==> config.mk <==
export PLATFORM = sky130hd
export DESIGN_NAME = dmem_arbiter
export DESIGN_NICKNAME = d
export VERILOG_FILES = /design/src/rtl/dmem_arbiter.sv
export SDC_FILE = /design/constraint.sdc
export NUM_CORES = 1
export LEC_CHECK = 0
export BUFFER_PORTS_ARGS = -buffer_cell sky130_fd_sc_hd__buf_2
export CAP_MARGIN = 20
export CORE_MARGIN = 8
export CORE_UTILIZATION = 30
export CTS_CLUSTER_DIAMETER = 100
export CTS_CLUSTER_SIZE = 16
export DETAILED_ROUTE_END_ITERATION = 8
export PLACE_DENSITY = 0.68
export SLEW_MARGIN = 20
export SYNTH_ARGS = -nofsm -noshare
export SYNTH_HDL_FRONTEND = slang
export SYNTH_SLANG_ARGS = --single-unit
==> constraint.sdc <==
create_clock -name clk -period 5.9 [get_ports clk]
set_clock_uncertainty 0.15 [all_clocks]
set_input_delay 1.18 -clock clk [delete_from_list [all_inputs] [get_ports clk]]
set_output_delay 1.18 -clock clk [all_outputs]
set_load 0.1 [all_outputs]
==> src/rtl/dmem_arbiter.sv <==
// Two-requester round-robin arbiter for the single-port data memory.
// Bounded bursts, legality check, and a registered one-cycle response.
module dmem_arbiter #(
   parameter int ADDR_W    = 32,
   parameter int MEM_BYTES = 1017,
   parameter int MAX_BURST = 4
) (
   input  logic              clk,
   input  logic              rst,
   input  logic              r0_valid,
   output logic              r0_ready,
   input  logic              r0_we,
   input  logic [ADDR_W-1:0] r0_addr,
   input  logic [31:0]       r0_wdata,
   output logic              r0_rvalid,
   output logic [31:0]       r0_rdata,
   output logic              r0_err,
   input  logic              r1_valid,
   output logic              r1_ready,
   input  logic              r1_we,
   input  logic [ADDR_W-1:0] r1_addr,
   input  logic [31:0]       r1_wdata,
   output logic              r1_rvalid,
   output logic [31:0]       r1_rdata,
   output logic              r1_err,
   output logic [ADDR_W-1:0] mem_addr,
   output logic [31:0]       mem_wdata,
   output logic              mem_we,
   input  logic [31:0]       mem_rdata
);

   localparam int CW = $clog2(MAX_BURST + 1);
   localparam logic [CW-1:0] MAXB = CW'(MAX_BURST);
   localparam logic [ADDR_W-1:0] LAST = ADDR_W'(MEM_BYTES - 4);

   logic          owner;
   logic [CW-1:0] burst_cnt;
   logic          v_own;
   logic          v_oth;
   logic          g_own;
   logic          g_oth;
   logic          gnt0;
   logic          gnt1;
   logic          any_gnt;
   logic          sel_we;
   logic          legal;
   logic [31:0]   rsp_data;

   // Grant selection, memory port mux and legality check
   always_comb begin
      v_own    = owner ? r1_valid : r0_valid;
      v_oth    = owner ? r0_valid : r1_valid;
      g_own    = v_own & (~v_oth | (burst_cnt < MAXB));
      g_oth    = ~g_own & v_oth;
      gnt0     = ~rst & (owner ? g_oth : g_own);
      gnt1     = ~rst & (owner ? g_own : g_oth);
      any_gnt  = gnt0 | gnt1;
      r0_ready = gnt0;
      r1_ready = gnt1;
      mem_addr  = gnt1 ? r1_addr  : r0_addr;
      mem_wdata = gnt1 ? r1_wdata : r0_wdata;
      sel_we    = gnt1 ? r1_we    : r0_we;
      legal     = (mem_addr[1:0] == 2'b00) & (mem_addr <= LAST);
      mem_we    = any_gnt & sel_we & legal;
      rsp_data  = (~sel_we & legal) ? mem_rdata : 32'd0;
   end

   // Ownership/burst tracking and per-requester response registers
   always_ff @(posedge clk) begin
      if (rst) begin
         owner     <= 1'b0;
         burst_cnt <= '0;
         r0_rvalid <= 1'b0;
         r0_rdata  <= '0;
         r0_err    <= 1'b0;
         r1_rvalid <= 1'b0;
         r1_rdata  <= '0;
         r1_err    <= 1'b0;
      end else begin
         if (!any_gnt) begin
            burst_cnt <= '0;
         end else if (gnt1 == owner) begin
            if (burst_cnt != MAXB)
               burst_cnt <= burst_cnt + CW'(1);
         end else begin
            owner     <= gnt1;
            burst_cnt <= CW'(1);
         end
         r0_rvalid <= gnt0;
         r0_err    <= gnt0 & ~legal;
         if (gnt0)
            r0_rdata <= rsp_data;
         r1_rvalid <= gnt1;
         r1_err    <= gnt1 & ~legal;
         if (gnt1)
            r1_rdata <= rsp_data;
      end
   end

endmodule

==> qor_table.md, run 1 <==
| Metric | This run |
|:---|:---|
| Die Footprint | 16600 um^2 |
| Final Hold Viols | 0 |
| Port buffer count | 300 |
| Number of setup buffers added after CTS | 0 |
| Power density normalized to cell area | 268 nW/um^2 |
| Worst endpoint required time | 4.57 ns |
| Worst relative slew slack | 46.8% |
| Share of power burned in the clock network | 36.2% |
| CORE AREA | 12500 um^2 |
| Cell Area, Placed | 5360 um^2 |
| Slew at the pin closest to its max-slew limit | 0.795 ns |
| Clock transition time at the flip-flop clock pins of the worst setup and hold paths | 0.06 ns |
| Min cycle time layout | 4.33 ns |
| Setup Viol. Count Final | 0 |
| Warning count from the yosys run | 0 |
| Crit path DAT | 3.00 ns |
| Outcome | finished, final reports clean |
| Synth Net Count | 526 |
| Final number of max-transition violations | 0 |
| Clock Tree Buf Depth | 2 |
| Critical Path Source Type | input port |
| Final setup TNS | 0 ns |
| Total grt overflow | 0 |
| Sequential-to-total area share from yosys stat | 37.8% |
| Combined global-route utilization of all metal layers | 19.9% |
| Total chip power | 1.52 mW |
| TritonCTS clock tree | built |
| End of the worst register-to-register path | r1_rdata[12] |
| Worst Hold Endpoint | r0_rdata[17] |
| Most common cell after layout, fill and taps aside | buf_2 |
| Die Wd | 129 um |
| R2R Path Start | burst_cnt[2] |
| Total vias in the final route | 4187 |
| Largest fanout on the critical path | 2 |
| Clock sinks | 72 |
| Post-Layout Inst Area | 5670 um^2 |
| Initial DRC count | 285 |
| Total half-perimeter wirelength after legalization and detailed placement | 14.2 mm |
| Startpoint of the lowest-slack hold path | r0_rdata[17] |
| Cell area after technology mapping | 3810 um^2 |
| IR Drop Worst-Case VDD | 0.000158 V |
| Maximum number of pins on one net before global-route repair | 57 |
| Minimum setup slack among reg-to-reg paths | 3.45 ns |
| Antenna cell count | 0 |
| Worst setup path class | input port to output port |
| CTS root buffer | clkbuf_16 |
| Type of the tightest min-delay check | flip-flop to flip-flop |
| Number of cell instances on the worst register-to-register path | 7 |
| NumNets Final | 810 |
| RSZ-0062 raised after global routing | no |
| Antenna-violating nets left | 0 |
| Vias per Instance | 5.11 |
| Routed wire length | 17.5 mm |
| Number of hold buffers added after CTS | 0 |
| Most frequent cells in the layout | buf_2, dfxtp_1, mux2_1 |
| Layout overhead on the synthesized area | 48.6% |
| Fraction of power spent switching nets | 39.2% |
| Multi-input gate area | 2140 um^2 |
| Height of the die | 129 um |
| Count of filler cells inserted in the layout | 1242 |
| Starting density of the core | 30.5% |
| Total clock buffers created by CTS | 9 |
| Number of gates resized after CTS | 0 |
| Pre-antenna DRT Iters | 4 |
| Number of distinct library cell variants in the gate-level netlist after synthesis | 42 |
| Synthesized netlist cell count | 358 |
| Number of H-tree levels | 3 |
| Vias in the first global route | 4395 |
| Switch Pwr | 596 uW |
| Power share of the combinational group | 31.5% |
| Hold path depth | 1 |
| Register area | 1440 um^2 |
| DRC violation count after routing | 0 |
| Wire length per cell | 21.4 um |
| Clock latency at the later pin of the worst-skew pair | 0.32 ns |
| Maximum clock rate | 231 MHz |
| Average size of a mapped cell | 10.6 um^2 |
| I/O pins | 301 |
| Final estimated routing congestion in global placement | 0.955 |
| Endpoint class of the critical path | output port |
| Fraction of final layout cells with drive strength greater than 1 | 55.3% |
| Placement Rows | 41 |
| Cell internal power dissipation | 925 uW |
| Wire length of the first global-routing pass | 25.6 mm |
| Initial antenna violation count | 0 |
| Power share of the sequential group | 32.3% |
| Final period utilization | 73.3% |
| Flip-flop and latch count after synthesis | 72 |
| Max-capacitance violation count | 0 |
| Leakage Power | 2.80 nW |
==> layer usage <==
layer	vias up	wire length, um	track usage (%)
li1	1941	-	-
met5	-	0	0
met3	18	1610	6.79
met1	2025	7090	24.4
met2	203	8540	32.5
met4	0	274	5.18
==> per-stage QoR <==
stage | utilization, % | instances | setup WS, ns | hold WS [ns]
2_1_floorplan | - | 358 | 0.959 | 0.332
3_3_place_gp | 42.8 | 803 | 1.54 | 0.294
3_5_place_dp | 42.8 | 803 | 1.60 | 0.296
4_1_cts | 45.2 | 819 | 1.60 | 0.312
5_1_grt | 45.3 | 819 | 1.49 | 0.324
6_report | 45.3 | 819 | 1.57 | 0.309
==> registers in the layout, indices dropped and copies added, names as in the netlist <==
name,cells
r0_rdata,32
r1_rdata,32
burst_cnt,3
owner,1
r0_err,1
r0_rvalid,1
r1_err,1
r1_rvalid,1
==> critical path, cell delays in order <==
cell and delay (ns):
buf_2 0.11, nor4_1 0.58, nand4_1 0.26, nor3_4 0.26
o2bb2ai_1 0.14, buf_2 0.46
==> worst max path at each step <==
stage | start | to | slack, ns
final | r1_addr[14] | mem_we | 1.57
after CTS | rst | mem_wdata[9] | 1.60
after global placement | r0_addr[10] | mem_we | 1.54
after detailed placement | rst | mem_wdata[9] | 1.60
after global routing | r0_addr[10] | mem_we | 1.49
after floorplan | rst | mem_we | 0.96
==> layout make-up <==
type	count	share of cell area, %
Multi-Input combinational cell	247	37.7
Timing Repair Buffer	306	27.3
Sequential cell	72	25.4
Clock buffer	9	3.97
Tap cell	172	3.80
Clock inverter	7	1.39
Inverter	6	0.397
==> cells by family (layout without fill, tap and decap cells) <==
group,after synthesis,count (layout),share of synthesized area [%]
flip-flops,72,72,37.8
adder cells (fa/ha/maj),2,2,0.656
AO/OA/AOI/OAI,77,77,17.4
AND/OR/NAND/NOR,101,101,17.6
buffers and inverters,39,328,6.69
multiplexers,65,65,19.2
XOR/XNOR,2,2,0.657
==> cell usage after synthesis <==
cell type      instances  area [um^2]
dfxtp_1               72         1440
mux2_1                38          428
nand3b_1              33          248
o2bb2ai_1             33          289
a22o_1                32          280
and3_1                32          200
mux2_2                26          293
nor4_1                12         75.1
buf_2                 11         55.1
buf_6                 10          113
clkbuf_1               8         30.0
inv_1                  5         18.8
nand2_1                5         18.8
nor2_1                 4         15.0
nand4_1                3         18.8
o21ai_0                3         15.0
a211oi_1               2         15.0
a21oi_1                2         10.0
and4_1                 2         17.5
ha_1                   2         25.0
nand3_1                2         10.0
a211oi_4               1         20.0
a21boi_0               1         7.51
a221oi_1               1         8.76
and2_1                 1         6.26
and2_2                 1         7.51
buf_4                  1         7.51
clkbuf_2               1         5.00
clkbuf_8               1         13.8
dlygate4sd1_1          1         8.76
inv_2                  1         3.75
mux2i_1                1         10.0
nand4_2                1         12.5
nor2_2                 1         6.26
nor2_4                 1         11.3
nor2b_1                1         6.26
nor3_2                 1         10.0
o211a_1                1         10.0
o21ai_2                1         8.76
or2b_1                 1         7.51
xnor2_1                1         8.76
xor2_2                 1         16.3
==> power by group through the flow <==
| stage | logic, mW | clock network, mW | registers, mW |
|---|---|---|---|
| after global placement | 0.476 | 0 | 0.502 |
| after CTS | 0.480 | 0.561 | 0.491 |
| after global routing | 0.497 | 0.581 | 0.492 |
| after floorplan | 0.350 | 0 | 0.513 |
| after detailed placement | 0.479 | 0 | 0.502 |
| final | 0.479 | 0.550 | 0.491 |
Note: power is estimated with default switching activity, not from simulation.
==> run 2: changes to the inputs <==
- ABC_AREA: unset -> 1
- PLACE_DENSITY: 0.68 -> 0.66
- clock period: 5.9 -> 4.37 ns (I/O delays scaled with it)
==> qor_table.md, run 2 <==
| Metric | This run | vs previous |
|:---|:---|:---|
| Vias in the first global route | 4835 | +10% |
| Max-capacitance violation count | 0 | unchanged |
| GR met2 Demand/Resource | 32.5% | +0.050 points |
| Layout overhead on the synthesized area | 70.7% |  |
| Number of gates resized after CTS | 0 | unchanged |
| Die Wd | 133 um | +3.2% |
| Number of placed cells counting well taps | 1029 | +28% |
| CTS root buffer | clkbuf_16 |  |
| Placement Rows | 42 | +2.4% |
| Hold path depth | 2 | +1 |
| Cell chain of the critical path | buf_2 -> inv_1 -> nand2_1 -> nand3_1 -> nand2_2 -> nand2_2 -> nand2_4 -> nand2_2 -> buf_12 -> nand2_1 -> o21ai_1 -> nand2_1 -> nor2_1 -> nand2_2 -> nor2_8 -> nand2_1 -> nor3_4 -> buf_12 |  |
| Combined global-route utilization of all metal layers | 18.6% | -1.2 points |
| Clock latency at the later pin of the worst-skew pair | 0.32 ns | about the same |
| Wire length of the first global-routing pass | 26.6 mm | +3.9% |
| Total half-perimeter wirelength after legalization and detailed placement | 13.5 mm | -5.2% |
| Logic depth of the worst setup path including buffers | 18 | +12 |
| Min cycle time layout | 3.95 ns |  |
| Total chip power | 3.63 mW | +140% |
| Maximum clock rate | 253 MHz |  |
| Largest fanout on the critical path | 48 | +46 |
| Crit path buffers/inverters | 4 | +2 |
| Die Footprint | 17700 um^2 | +6.5% |
| Clock Tree Buf Depth | 2 | unchanged |
| Post-synth EDFFs | 0 | unchanged |
| Port buffer count | 300 | unchanged |
| Number of setup buffers added after CTS | 0 | unchanged |
| Leading post-synthesis cells by cell area | dfxtp_1, nand2_1, nand4_2 |  |
| Met3 usage in global routing | 7.27% | +0.48 points |
| Most Crowded Layer GR | met2 |  |
| Final Hold Viols | 0 | unchanged |
| Maximum single-stage delay on the critical path | 0.23 ns | -0.35 ns |
| Worst setup path class | input port to output port |  |
| R2R Path Start | owner |  |
| Met1 track utilization from global routing | 20.4% | -4.0 points |
| Endpoint class of the critical path | output port |  |
| Synthesized netlist cell count | 588 | +64% |
| Leakage Power | 3.73 nW | +33% |
| Routed wire length | 17.1 mm | -2.2% |
| I/O pins | 301 | unchanged |
| Final setup TNS | 0 ns | unchanged |
| Worst relative slew slack | 62.3% | +15 points |
| Most common cell after layout, fill and taps aside | buf_2 |  |
| Power density normalized to cell area | 519 nW/um^2 | +93% |
| Maximum number of pins on one net before global-route repair | 101 | +77% |
| Worst Hold Endpoint | burst_cnt[1] |  |
| Synth top area share | 35.2% | -2.6 points |
| Slew at the pin closest to its max-slew limit | 0.566 ns | -0.230 ns |
| Number of hold buffers added after CTS | 0 | unchanged |
| Wire length per cell | 16.4 um | -23% |
| Average size of a mapped cell | 6.97 um^2 | -35% |
| Antenna-violating nets left | 0 | unchanged |
| Cell area after technology mapping | 4100 um^2 | +7.5% |
| Crit path DAT | 2.93 ns | -0.07 ns |
| Worst endpoint required time | 3.35 ns | -1.22 ns |
| Synth Net Count | 756 | +44% |
| Minimum setup slack among reg-to-reg paths | 1.26 ns | -2.19 ns |
| Final number of max-transition violations | 0 | unchanged |
| Height of the die | 133 um | +3.2% |
| Start point of the critical path | r0_valid |  |
| Total vias in the final route | 4825 | +15% |
| TritonCTS clock tree | built |  |
| Post-synthesis cell type with the largest combined area | dfxtp_1 |  |
| Final cell count without fillers | 1045 | +28% |
| Number of cell instances on the worst register-to-register path | 16 | +9 |
| Initial antenna violation count | 1 | +1 |
| Warning count from the yosys run | 0 | unchanged |
| Cell type group with the largest total delay on the critical path | simple AND/OR/NAND/NOR gates |  |
| Critical Path Source Type | input port |  |
| Setup Viol. Count Final | 0 | unchanged |
| Top flop regs | r0_rdata (32), r1_rdata (32), burst_cnt (3) |  |
| Pre-antenna DRT Iters | 5 | +1 |
| Leading cell type by number of instances after synthesis | nand2_1 |  |
| Startpoint of the lowest-slack hold path | burst_cnt[1] |  |
| Synth cell count leaders | nand2_1, dfxtp_1, inv_1 |  |
| Total grt overflow | 0 | unchanged |
| Initial DRC count | 305 | +7.0% |
| DRC violation count after routing | 0 | unchanged |
| IR Drop Worst-Case VDD | 0.000270 V | +70% |
| Most used flip-flop cell after synthesis | dfxtp_1 |  |
| Most frequent cells in the layout | buf_2, nand2_1, dfxtp_1 |  |
| End of the worst register-to-register path | r1_rdata[28] |  |
| Final period utilization | 90.4% |  |
| Vias per Instance | 4.62 | -9.7% |
| NumNets Final | 1032 | +27% |
| Fraction of final layout cells with drive strength greater than 1 | 44.0% | -11 points |
| Share of async-settable or async-resettable flops after synthesis | 0% | unchanged |
| CORE AREA | 13300 um^2 | +6.2% |
| Critical path's slowest cell | buf_12 |  |
| Number of distinct library cell variants in the gate-level netlist after synthesis | 32 | -24% |
| Clock sinks | 72 | unchanged |
| Sequential-to-total area share from yosys stat | 35.2% | -2.6 points |
| Number of H-tree levels | 3 | unchanged |
| Outcome | finished, final reports clean |  |
| Final estimated routing congestion in global placement | 0.862 | -9.7% |
| Total clock buffers created by CTS | 9 | unchanged |
| Starting density of the core | 30.8% | +0.36 points |
| Clock transition time at the flip-flop clock pins of the worst setup and hold paths | 0.06 ns | about the same |
| Antenna cell count | 0 | unchanged |
| Flip-flop and latch count after synthesis | 72 | unchanged |
| Count of filler cells inserted in the layout | 1275 | +2.7% |
| RSZ-0062 raised after global routing | no |  |
| Type of the tightest min-delay check | flip-flop to flip-flop |  |
## run 2: cell types whose count changed in the layout (fill, tap and decap cells not counted), moves of 28 or more
| cell | previous run | this run |
|---|---|---|
| nand2_1 | 5 | 168 |
| buf_12 | 0 | 67 |
| buf_2 | 300 | 235 |
| o21ai_0 | 3 | 67 |
| inv_1 | 5 | 67 |
| a21oi_1 | 2 | 62 |
| mux2_1 | 38 | 0 |
| o2bb2ai_1 | 33 | 0 |
| a22o_1 | 32 | 0 |
| and3_1 | 32 | 0 |
| nand4_2 | 1 | 29 |
## run 2: logic make-up (layout without fill, tap and decap cells)
kind of cell               Yosys count  count (layout)  synth area share, %
xor gates and xnor gates             2               2                0.428
AOI/OAI and AO/OA                  148             148                 19.2
adders and majority gates            2               2                0.611
muxes                                1               1                0.336
buffers and inverters              116             397                 12.6
DFF                                 72              72                 35.2
and+or+nand+nor                    247             247                 31.6
## run 2: through the flow
| step | setup WS [ns] | util [%] | instance area [um^2] | hold slack [ns] |
|---|---|---|---|---|
| 2_1_floorplan | -0.122 | - | 4140 | 0.308 |
| 3_3_place_gp | 0.460 | 50.3 | 6690 | 0.332 |
| 3_5_place_dp | 0.410 | 50.3 | 6690 | 0.349 |
| 4_1_cts | 0.406 | 52.6 | 7000 | 0.359 |
| 5_1_grt | 0.193 | 52.6 | 7000 | 0.383 |
| 6_report | 0.419 | 52.6 | 7000 | 0.351 |
## run 2: layout make-up
cell class	count	area [um^2]	area share (%)
well taps	176	220	3.15
clock buffers	9	225	3.22
flip-flops and latches	72	1440	20.6
multi-input cells	400	2180	31.2
repair buffers	311	2580	37.0
clock inverters	7	77.6	1.11
inverters	70	265	3.79
## run 2: where the power goes
group / switching (mW) / internal [mW] / leakage [nW]
logic: 1.58 / 0.533 / 3.00
registers: 0.0397 / 0.738 / 0.591
clock network: 0.294 / 0.448 / 0.147
total: 1.91 / 1.72 / 3.73
## run 2: worst reg2reg max path: stages, from the launching register on
cell and delay (ns):
dfxtp_1 0.56, inv_4 0.08, nand2_2 0.07, nand3_1 0.07, nand2_2 0.11, nand2_2 0.08, nand2_4 0.06, nand2_2 0.07
buf_12 0.19, o21ai_0 0.23, nand2_1 0.10, nor2_1 0.12, nand2_2 0.10, nor2_8 0.12, buf_4 0.45, nand4_1 0.28
a21oi_1 0.19
## run 2: how the worst max path moves through the flow
| stage | endpoint |
|---|---|
| 5_1_grt | mem_we |
| 2_1_floorplan | mem_we |
| 3_5_place_dp | mem_we |
| 6_report | mem_we |
| 4_1_cts | mem_we |
| 3_3_place_gp | mem_we |
## run 2: layer usage
| layer | routed length (um) | up-vias |
|---|---|---|
| met4 | 235 | 2 |
| met3 | 1500 | 14 |
| met1 | 6660 | 2158 |
| met2 | 8710 | 193 |
| li1 | - | 2458 |
| met5 | 13 | - |
